$ cat config.mk
export PLATFORM = sky130hd
export DESIGN_NAME = somador_serial
export DESIGN_NICKNAME = d
export VERILOG_FILES = /design/src/rtl/somador_serial.sv
export SDC_FILE = /design/constraint.sdc
export NUM_CORES = 1
export LEC_CHECK = 0
export BUFFER_PORTS_ARGS = -buffer_cell sky130_fd_sc_hd__buf_4
export CAP_MARGIN = 5
export CORE_MARGIN = 4
export CORE_UTILIZATION = 35
export DETAILED_ROUTE_END_ITERATION = 16
export PLACE_DENSITY = 0.57
export SLEW_MARGIN = 20
export SYNTH_ARGS = -nofsm -noshare
export SYNTH_HDL_FRONTEND = slang
export SYNTH_SLANG_ARGS = --single-unit
$ cat constraint.sdc
create_clock -name clk -period 3.7 [get_ports clk]
set_input_delay 0.185 -clock clk [delete_from_list [all_inputs] [get_ports clk]]
set_output_delay 0.185 -clock clk [all_outputs]
set_load 0.01 [all_outputs]
$ cat src/rtl/somador_serial.sv
// Bit-serial adder: one full-adder cell and a carry flop, LSB first.
// {cout, s} = a + b + cin, delivered WIDTH+1 cycles after start.
module somador_serial #(
    parameter int WIDTH = 8
) (
    input  logic             clk,
    input  logic             rst_n,
    input  logic             start,
    input  logic [WIDTH-1:0] a,
    input  logic [WIDTH-1:0] b,
    input  logic             cin,
    output logic             busy,
    output logic             done,
    output logic [WIDTH-1:0] s,
    output logic             cout
);

    localparam int CW = (WIDTH > 2) ? $clog2(WIDTH) : 1;
    localparam logic [CW-1:0] LAST = CW'(WIDTH - 1);

    typedef enum logic [1:0] {
        IDLE  = 2'd0,
        SHIFT = 2'd1,
        DONE  = 2'd2
    } state_t;

    state_t            state_q, state_d;
    logic [WIDTH-1:0]  opa_q, opa_d;
    logic [WIDTH-1:0]  opb_q, opb_d;
    logic [WIDTH-1:0]  res_q, res_d;
    logic [WIDTH-1:0]  s_q, s_d;
    logic              carry_q, carry_d;
    logic              cout_q, cout_d;
    logic [CW-1:0]     cnt_q, cnt_d;
    logic              sum_bit;
    logic              maj;

    always_comb begin
        sum_bit = opa_q[0] ^ opb_q[0] ^ carry_q;
        maj     = (opa_q[0] & opb_q[0]) | (opa_q[0] & carry_q) |
                  (opb_q[0] & carry_q);

        state_d = state_q;
        opa_d   = opa_q;
        opb_d   = opb_q;
        res_d   = res_q;
        s_d     = s_q;
        carry_d = carry_q;
        cout_d  = cout_q;
        cnt_d   = cnt_q;

        unique case (state_q)
            IDLE, DONE: begin
                // DONE accepts start like IDLE for back-to-back operation
                if (start) begin
                    opa_d   = a;
                    opb_d   = b;
                    carry_d = cin;
                    cnt_d   = '0;
                    state_d = SHIFT;
                end else begin
                    state_d = IDLE;
                end
            end
            SHIFT: begin
                opa_d   = {1'b0, opa_q[WIDTH-1:1]};
                opb_d   = {1'b0, opb_q[WIDTH-1:1]};
                res_d   = {sum_bit, res_q[WIDTH-1:1]};
                carry_d = maj;
                cnt_d   = cnt_q + CW'(1);
                if (cnt_q == LAST) begin
                    s_d     = {sum_bit, res_q[WIDTH-1:1]};
                    cout_d  = maj;
                    cnt_d   = '0;
                    state_d = DONE;
                end
            end
            default: state_d = IDLE;
        endcase
    end

    always_ff @(posedge clk or negedge rst_n) begin
        if (!rst_n) begin
            state_q <= IDLE;
            opa_q   <= '0;
            opb_q   <= '0;
            res_q   <= '0;
            s_q     <= '0;
            carry_q <= 1'b0;
            cout_q  <= 1'b0;
            cnt_q   <= '0;
        end else begin
            state_q <= state_d;
            opa_q   <= opa_d;
            opb_q   <= opb_d;
            res_q   <= res_d;
            s_q     <= s_d;
            carry_q <= carry_d;
            cout_q  <= cout_d;
            cnt_q   <= cnt_d;
        end
    end

    assign busy = (state_q == SHIFT);
    assign done = (state_q == DONE);
    assign s    = s_q;
    assign cout = cout_q;

endmodule

==> results.toml, run 1 <==
[cts]
clock-sinks = 38
cts-root-buf = "clkbuf_8"
post_cts_buffers = 0
cts_tree = "done"
clk_latency_ps = 290
clkTransAtPathRegs_ps = 70
clockBufferDepth = 2
cts-htree-levels = 2
cts_made_buffers = 5

[global_route]
grt_first_pass_wirelength_mm = 5.53
grt_antenna_before_repair = 0
grt_pass1_vias = 1187
grt.total_usage_pct = 11.1
grt_max_degree = 39
grt_overflow = 0

[logic_synthesis]
ys.flop_type = "dfrtp_1"
yosys-top-cells-area = "dfrtp_1 51%, mux2_4 13%, mux2i_1 8.0%, a211oi_1 5.2%, nor2b_1 5.0%"
synth_top_family_by_area = "multiplexers"
synthSimpleGateAreaFrac_pct = 7.91
synth-edff-count = 0
synthTopCellsByCount = "38 x dfrtp_1, 16 x mux2_4, 15 x mux2i_1, 15 x nor2b_1"
syn_inst = 144
synth_top_area_share_pct = 51.0
ys_warn_count = 0
synth_seq_area_share_pct = 51.0
yosys.area.top_type = "dfrtp_1"
synthAdderAreaFrac_pct = 2.41
netlist_area_sq_um = 1870
synth_most_common_cell = "dfrtp_1"
async_flop_share_pct = 100
synth_xor_area_share_pct = 0
syn_area_per_cell_sq_um = 13.0
synth.mux.area_fraction_pct = 21.5
synth_cell_types = 22
syn_nets = 167
synth_compound_gate_area_share_pct = 13.3
ys_seq_elements = 38

[drt]
final_antenna_net_count = 0
drc = 0
wl_mm = 3.37
drt-vias-per-instance = 4.95
wire_per_inst_um = 13.8
first_pass_iters = 4
drtIter0Drc = 40
vias = 1212

[critical_path]
path_cells = "buf_4 -> and2b_4 -> buf_4"
worstPathArrival_ps = 1520
crit_family = "simple AND/OR/NAND/NOR gates"
cp-end-kind = "primary output"
cp-start-kind = "flip-flop"
worst-path-buf-inv = 2
crit_fanout = 20
crit_path_max_incr_delay_ps = 450
cpMaxStageDelayCell = "and2b_4"
crit_path_frequent_cell = "buf_4"
worstSetupPathType = "reg2out"
crit_required_ps = 3510

[sta]
relSlewSlack_pct = 68.0
max_freq_mhz = 585
hold_viol_final = 0
rsz0062_at_grt = "false"
finalCriticalPeriod_ps = 1710
fin_crit_sh_pct = 46.2
setup_viol = 0
worst_pin_slew_ps = 480
skew_ps = 7.41
whs_ps = 174
fin_setup_tns_ps = 0
slew_violations = 0
worst_slack_ps = 1990

[layout]
area_delta_synth_final_pct = 22.1
antennaDiodeCount = 0
final_cell_area_sq_um = 2280
fillers = 502
drive_gt1_share_pct = 34.3
final_nets = 197
stdcell_count = 245

[hold_path]
holdCritPathClass = "in2reg"

[run_status]
outcome = "completed"

[placed_design]
dpl_cell_area_sq_um = 2120
portBuffers = 30
pre_cts_ws_ps = 2030
dp.cells = 236
dp_hpwl_mm = 2.30
finalWeightedCongestion = 0.725

[floorplanning]
dieArea_sq_um = 6560
core_sq_um = 5140
chipHeight_um = 81.0
initial_core_util_pct = 36.3
die_w_um = 81.0
rows = 26
ioPinCount = 31

[power]
ir_worst_vdd_v = 0.000294
p_leak_nw = 1.05
p_sw_share_pct = 30.3
pwr-share-seq_pct = 38.5
power_frac_comb_pct = 39.5
pwr_density_cell_nw_per_um2 = 863
power.net_switching_uw = 596
p_int_mw = 1.37
power_frac_clock_pct = 22.0

[job]
cap_viol_max_count = 0
layout by cell type (no fill, tap or decap):
| master | netlist | final |
|---|---|---|
| a21oi_1 | 13 | 13 |
| nor2_4 | 1 | 1 |
| buf_4 | 3 | 32 |
| a21o_1 | 3 | 3 |
| inv_1 | 1 | 1 |
| nand2_4 | 1 | 1 |
| ha_1 | 2 | 2 |
| bufinv_16 | 0 | 2 |
| nand3_1 | 2 | 2 |
| mux2_2 | 1 | 1 |
| dfrtp_1 | 38 | 38 |
| mux2_4 | 16 | 16 |
| dlygate4sd3_1 | 0 | 1 |
| nor2b_1 | 15 | 15 |
| o21ai_0 | 2 | 2 |
| a22o_1 | 6 | 6 |
| mux2i_1 | 15 | 15 |
| a211oi_1 | 13 | 13 |
| clkbuf_8 | 0 | 6 |
| and2b_4 | 1 | 1 |
| fa_1 | 1 | 1 |
| nor2_1 | 3 | 3 |
power by group through the flow:
| stage | clock network [mW] | logic [mW] | registers (mW) |
|---|---|---|---|
| floorplan | 0 | 0.609 | 0.749 |
| global placement | 0 | 0.763 | 0.761 |
| detailed placement | 0 | 0.786 | 0.765 |
| CTS | 0.445 | 0.788 | 0.759 |
| global route | 0.459 | 0.853 | 0.781 |
| finish | 0.432 | 0.776 | 0.756 |
cells by family (layout without fill, tap and decap cells):
family / after synthesis / in the layout
simple gates: 23 / 23
mux: 32 / 32
fa+ha+maj: 3 / 3
flops: 38 / 38
buf+inv: 11 / 42
compound gates: 37 / 37
stage by stage:
stage               power, mW  util [%]
global placement         1.52      41.3
detailed placement       1.55      41.3
finish                   1.96      44.3
CTS                      1.99      44.3
floorplan                1.36         -
global route             2.09      44.3
metal layers:
layer | share of wire, % | wire length, um | GRT usage (%)
met3 | 5.9 | 200 | 3.33
met1 | 48 | 1630 | 13.9
met2 | 44 | 1490 | 17.7
met4 | 1.5 | 51 | 4.56
met5 | 0 | 0 | 0
worst reg2reg max path: stages (launching register included):
cell and delay, ps:
dfrtp_1 380, buf_4 220, and2b_4 450, nand2_4 190, mux2_4 330
final cells by class:
cell class              count  area [sq um]  share of cell area [%]
multi-input cells          95           842                    37.0
inverters                   1          3.75                   0.165
flip-flops and latches     38           951                    41.8
clock buffers               6          82.6                    3.63
clock inverters             2          60.1                    2.64
repair buffers             33           250                    11.0
well taps                  70          87.6                    3.85
path summary, 6_finish.rpt:
path | from | end | slack [ps] | cells past startpoint
worst max-delay path | state_q[1] | busy | 1990 | 3
worst min register to register | opb_q[1] | opb_q[1] | 500 | 1
worst min-delay path | a[1] | opa_q[1] | 170 | 3
max in group asynchronous | rst_n | res_q[4] | 2970 | 2
min in group asynchronous | rst_n | opb_q[5] | 400 | 2
worst max register to register | state_q[1] | s[2] | 2010 | 4
flip-flops by register name (all words and copies together), names as in the netlist:
name,count
opa_q,8
cnt_q,3
state_q,2
res_q,7
carry_q,1
opb_q,8
cout,1
s,8
what timing repair did:
| item | in CTS | in global routing |
|---|---|---|
| hold buffers | 1 | 0 |
| gates resized for setup | 0 | 0 |
| endpoints found under the hold margin | 38 | 0 |
Note: power is estimated with default switching activity, not from simulation.
==> run 2, diff against run 1 <==
clock period = 1.8 ns   (was 3.7 ns; I/O delays follow)
==> results.toml, run 2 (synthesis results as in run 1) <==
[run_status]
outcome = "completed"

[global_route]
grt_max_degree = 39
grt.total_usage_pct = 11.7
grt_antenna_before_repair = 0
gr-usage-met3_pct = 5.32
grt.met2_usage_pct = 17.3
busiest_layer = "met2"
grt_first_pass_wirelength_mm = 5.85
grtUsageMet1_pct = 16.0
grt_overflow = 0
grt_pass1_vias = 1227

[sta]
setup_viol = 0
rsz0062_at_grt = "false"
fin_setup_tns_ps = 0
slew_violations = 0
finalCriticalPeriod_ps = 1450
worst_slack_ps = 346
fin_crit_sh_pct = 80.8
worst_pin_slew_ps = 477
relSlewSlack_pct = 68.2
whs_ps = 63.8
skew_ps = 8.40
hold_viol_final = 0
max_freq_mhz = 688

[critical_path]
cp-start-kind = "flip-flop"
reg2regPathDepth = 4
crit_required_ps = 1980
crit_fanout = 3
rrSetupSlack_ps = 350
cp-end-kind = "flip-flop"
worstPathArrival_ps = 1640
endpoint = "cnt_q[2]"
r2r-start = "cnt_q[0]"
critPathLaunch = "cnt_q[0]"
r2r-end = "cnt_q[2]"
worstSetupPathType = "reg2reg"

[drt]
drc = 0
vias = 1203
first_pass_iters = 3
final_antenna_net_count = 0
wl_mm = 3.52
drtIter0Drc = 50
drt-vias-per-instance = 4.91
wire_per_inst_um = 14.3

[layout]
antennaDiodeCount = 0
final_cell_mix = "38 x dfrtp_1, 32 x buf_4, 16 x mux2_4"
final_nets = 197
layout_commonest_cell = "dfrtp_1"
area_delta_synth_final_pct = 20.3
drive_gt1_share_pct = 34.3

[floorplanning]
dieArea_sq_um = 6560
core_sq_um = 5140
ioPinCount = 31
rows = 26
initial_core_util_pct = 36.3
die_w_um = 81.0
chipHeight_um = 81.0

[hold_path]
holdCritPathClass = "in2reg"

[power]
ir_worst_vdd_v = 0.000745
p_leak_nw = 1.03
pwr_density_cell_nw_per_um2 = 1730

[cts]
cts_hold_buf = 1
cts_tree = "done"
post_cts_resized = 0
clockBufferDepth = 2
clk_latency_ps = 290
cts-htree-levels = 2
clkTransAtPathRegs_ps = 80
post_cts_buffers = 0
cts_made_buffers = 5
clock-sinks = 38
cts-root-buf = "clkbuf_8"

[placed_design]
portBuffers = 30
finalWeightedCongestion = 0.717
dp_hpwl_mm = 2.31
pre_cts_ws_ps = 347

[job]
cap_viol_max_count = 0
==> run 2: changes by cell type in the layout (fill, tap and decap cells not counted), sizes merged <==
| cell | before | now |
|---|---|---|
| clkinv | 0 | 2 |
| bufinv | 2 | 1 |
| clkbuf | 6 | 5 |
==> run 2: worst min-delay path by stage <==
stage | from | endpoint | slack, ps | depth (start not counted)
floorplan | rst_n | carry_q | -210 | 0
global placement | rst_n | s[0] | 80 | 1
detailed placement | rst_n | res_q[1] | 90 | 1
CTS | a[5] | opa_q[5] | 60 | 3
global route | a[2] | opa_q[2] | 70 | 3
finish | a[5] | opa_q[5] | 60 | 3
==> run 2: metrics by stage <==
stage / utilization [%] / area [sq um] / total power, mW / cells
6_report: 43.6 / 2240 / 3.88 / 245
5_1_grt: 43.6 / 2240 / 4.16 / 245
4_1_cts: 43.6 / 2240 / 3.92 / 245
3_5_place_dp: 41.3 / 2120 / 3.19 / 236
3_3_place_gp: 41.3 / 2120 / 3.12 / 236
2_1_floorplan: - / 1870 / 2.79 / 144
==> run 2: critical path, cell delays in order (launching register included) <==
cell and delay [ps]:
dfrtp_1 400, ha_1 210, ha_1 260, mux2_2 260, a22o_1 220
==> run 2: area by class of cell <==
class	instances	area, sq um
fillers	512	2900
flip-flops and latches	38	951
multi-input cells	95	842
repair buffers	33	250
well taps	70	87.6
clock buffers	5	68.8
clock inverters	3	40.0
inverters	1	3.75
==> run 2: where the power goes <==
| part | total, mW | switching (mW) | internal [mW] |
|---|---|---|---|
| clock network | 0.717 | 0.309 | 0.408 |
| registers | 1.56 | 0.291 | 1.27 |
| logic | 1.60 | 0.650 | 0.949 |
| total | 3.88 | 1.25 | 2.63 |
==> run 2: per-layer routing <==
layer	wire (um)	share of wire, %	vias up
met4	0	0	0
met1	1710	49	591
li1	-	-	579
met3	266	7.6	0
met2	1540	44	33
met5	0	0	-
==> run 3, diff against run 2 <==
clock period = 1.35 ns   (was 1.8 ns; I/O delays follow)
==> results.toml, run 3 (synthesis results as in run 1) <==
[cts]
clk_latency_ps = 290
clockBufferDepth = 2
cts_made_buffers = 5
cts_tree = "done"
clkTransAtPathRegs_ps = 80
clock-sinks = 38
cts-root-buf = "clkbuf_8"
cts-htree-levels = 2

[sta]
slew_violations = 0
worst_pin_slew_ps = 485
finalCriticalPeriod_ps = 1360
worst_slack_ps = -11.9
fin_crit_sh_pct = 101
relSlewSlack_pct = 67.7
fin_setup_tns_ps = -11.9
skew_ps = 6.02
rsz0062_at_grt = "true"
hold_viol_final = 0
max_freq_mhz = 734
setup_viol = 1

[placed_design]
dpl_cell_area_sq_um = 2210
finalWeightedCongestion = 0.755
dp.cells = 242
dp_hpwl_mm = 2.47
portBuffers = 30
pre_cts_ws_ps = -14.8

[drt]
vias = 1280
drtIter0Drc = 41
first_pass_iters = 4
final_antenna_net_count = 0
drc = 0
drt-vias-per-instance = 5.02
wire_per_inst_um = 14.2
wl_mm = 3.63

[floorplanning]
initial_core_util_pct = 36.3
die_w_um = 81.0
chipHeight_um = 81.0
dieArea_sq_um = 6560
ioPinCount = 31
core_sq_um = 5140
rows = 26

[power]
p_leak_nw = 1.09
pwr_density_cell_nw_per_um2 = 2300
ir_worst_vdd_v = 0.000971

[layout]
final_nets = 207
drive_gt1_share_pct = 38.9
final_cell_area_sq_um = 2400
stdcell_count = 255
seq_area_sq_um = 951
final_cell_mix = "38 x dfrtp_1, 37 x buf_4, 17 x mux2_4"
multi_input_area_sq_um = 870
area_delta_synth_final_pct = 28.4
post-route-util_pct = 46.6
antennaDiodeCount = 0
fillers = 484
layout_commonest_cell = "dfrtp_1"

[critical_path]
worstPathArrival_ps = 1550
crit_path_max_incr_delay_ps = 400
cpMaxStageDelayCell = "dfrtp_1"
critPathLaunch = "cnt_q[1]"
crit_family = "flip-flops"
worst-path-buf-inv = 0
crit_required_ps = 1530
crit_fanout = 2
r2r-start = "cnt_q[1]"
worstSetupPathType = "reg2reg"
path_cells = "ha_2 -> ha_4 -> mux2_4 -> a22o_1"
reg2regPathDepth = 4
cp-start-kind = "flip-flop"
r2r-end = "cnt_q[2]"
cp-end-kind = "flip-flop"
rrSetupSlack_ps = -10

[hold_path]
holdCritPathClass = "in2reg"
hold_start = "a[4]"
hold_depth = 3
holdPathEnd = "opa_q[4]"

[global_route]
grt_pass1_vias = 1298
grt_antenna_before_repair = 0
grt_overflow = 0
grt_first_pass_wirelength_mm = 6.15
grt.total_usage_pct = 12.3
grt_max_degree = 39

[run_status]
outcome = "finished with violations"
violations = "setup timing"

[job]
cap_viol_max_count = 0
-- run 3: worst max path at each step --
stage / to / cells after the start
2_1_floorplan: cnt_q[2] / 4
3_3_place_gp: cout / 4
3_5_place_dp: s[3] / 4
4_1_cts: cnt_q[2] / 4
5_1_grt: cnt_q[2] / 4
6_report: cnt_q[2] / 4
-- run 3: layout make-up --
cell class	instances	area share [%]
clock inverter	3	1.88
inverter	1	0.157
sequential	38	39.7
tap	70	3.66
timing repair buffer	43	15.5
multi-input combinational	95	36.3
clock buffer	5	2.87
-- run 3: routing by layer --
metal	part of all wire (%)	vias up	GRT usage, %
li1	-	608	-
met1	45	628	14.7
met2	47	42	19.8
met3	7.7	2	5.54
met4	0.52	0	3.72
met5	0	-	0
-- run 3: timing repair --
item / CTS / global route
hold buffers: 1 / 0
buffers inserted: 1 / 3
pin swaps: 1 / 0
gates resized for setup: 5 / 1
endpoints found under the setup margin: 12 / 4
hold endpoints to repair: 38 / 0
-- run 3: metrics by stage --
step | hold WS (ps) | power (mW)
6_report | 44.6 | 5.50
4_1_cts | 41.8 | 5.53
2_1_floorplan | -228 | 3.77
3_5_place_dp | 69.0 | 4.48
5_1_grt | 39.2 | 5.91
3_3_place_gp | 60.3 | 4.38
-- run 3: worst register-to-register path, stage by stage (launching register included) --
cell and delay (ps):
dfrtp_1 400, ha_2 190, ha_4 200, mux2_4 260, a22o_1 200
-- run 3: power by group --
| group | switching, mW | internal [mW] | leakage (nW) |
|---|---|---|---|
| registers | 0.398 | 1.69 | 0.457 |
| logic | 0.918 | 1.51 | 0.580 |
| clock network | 0.427 | 0.550 | 0.0504 |
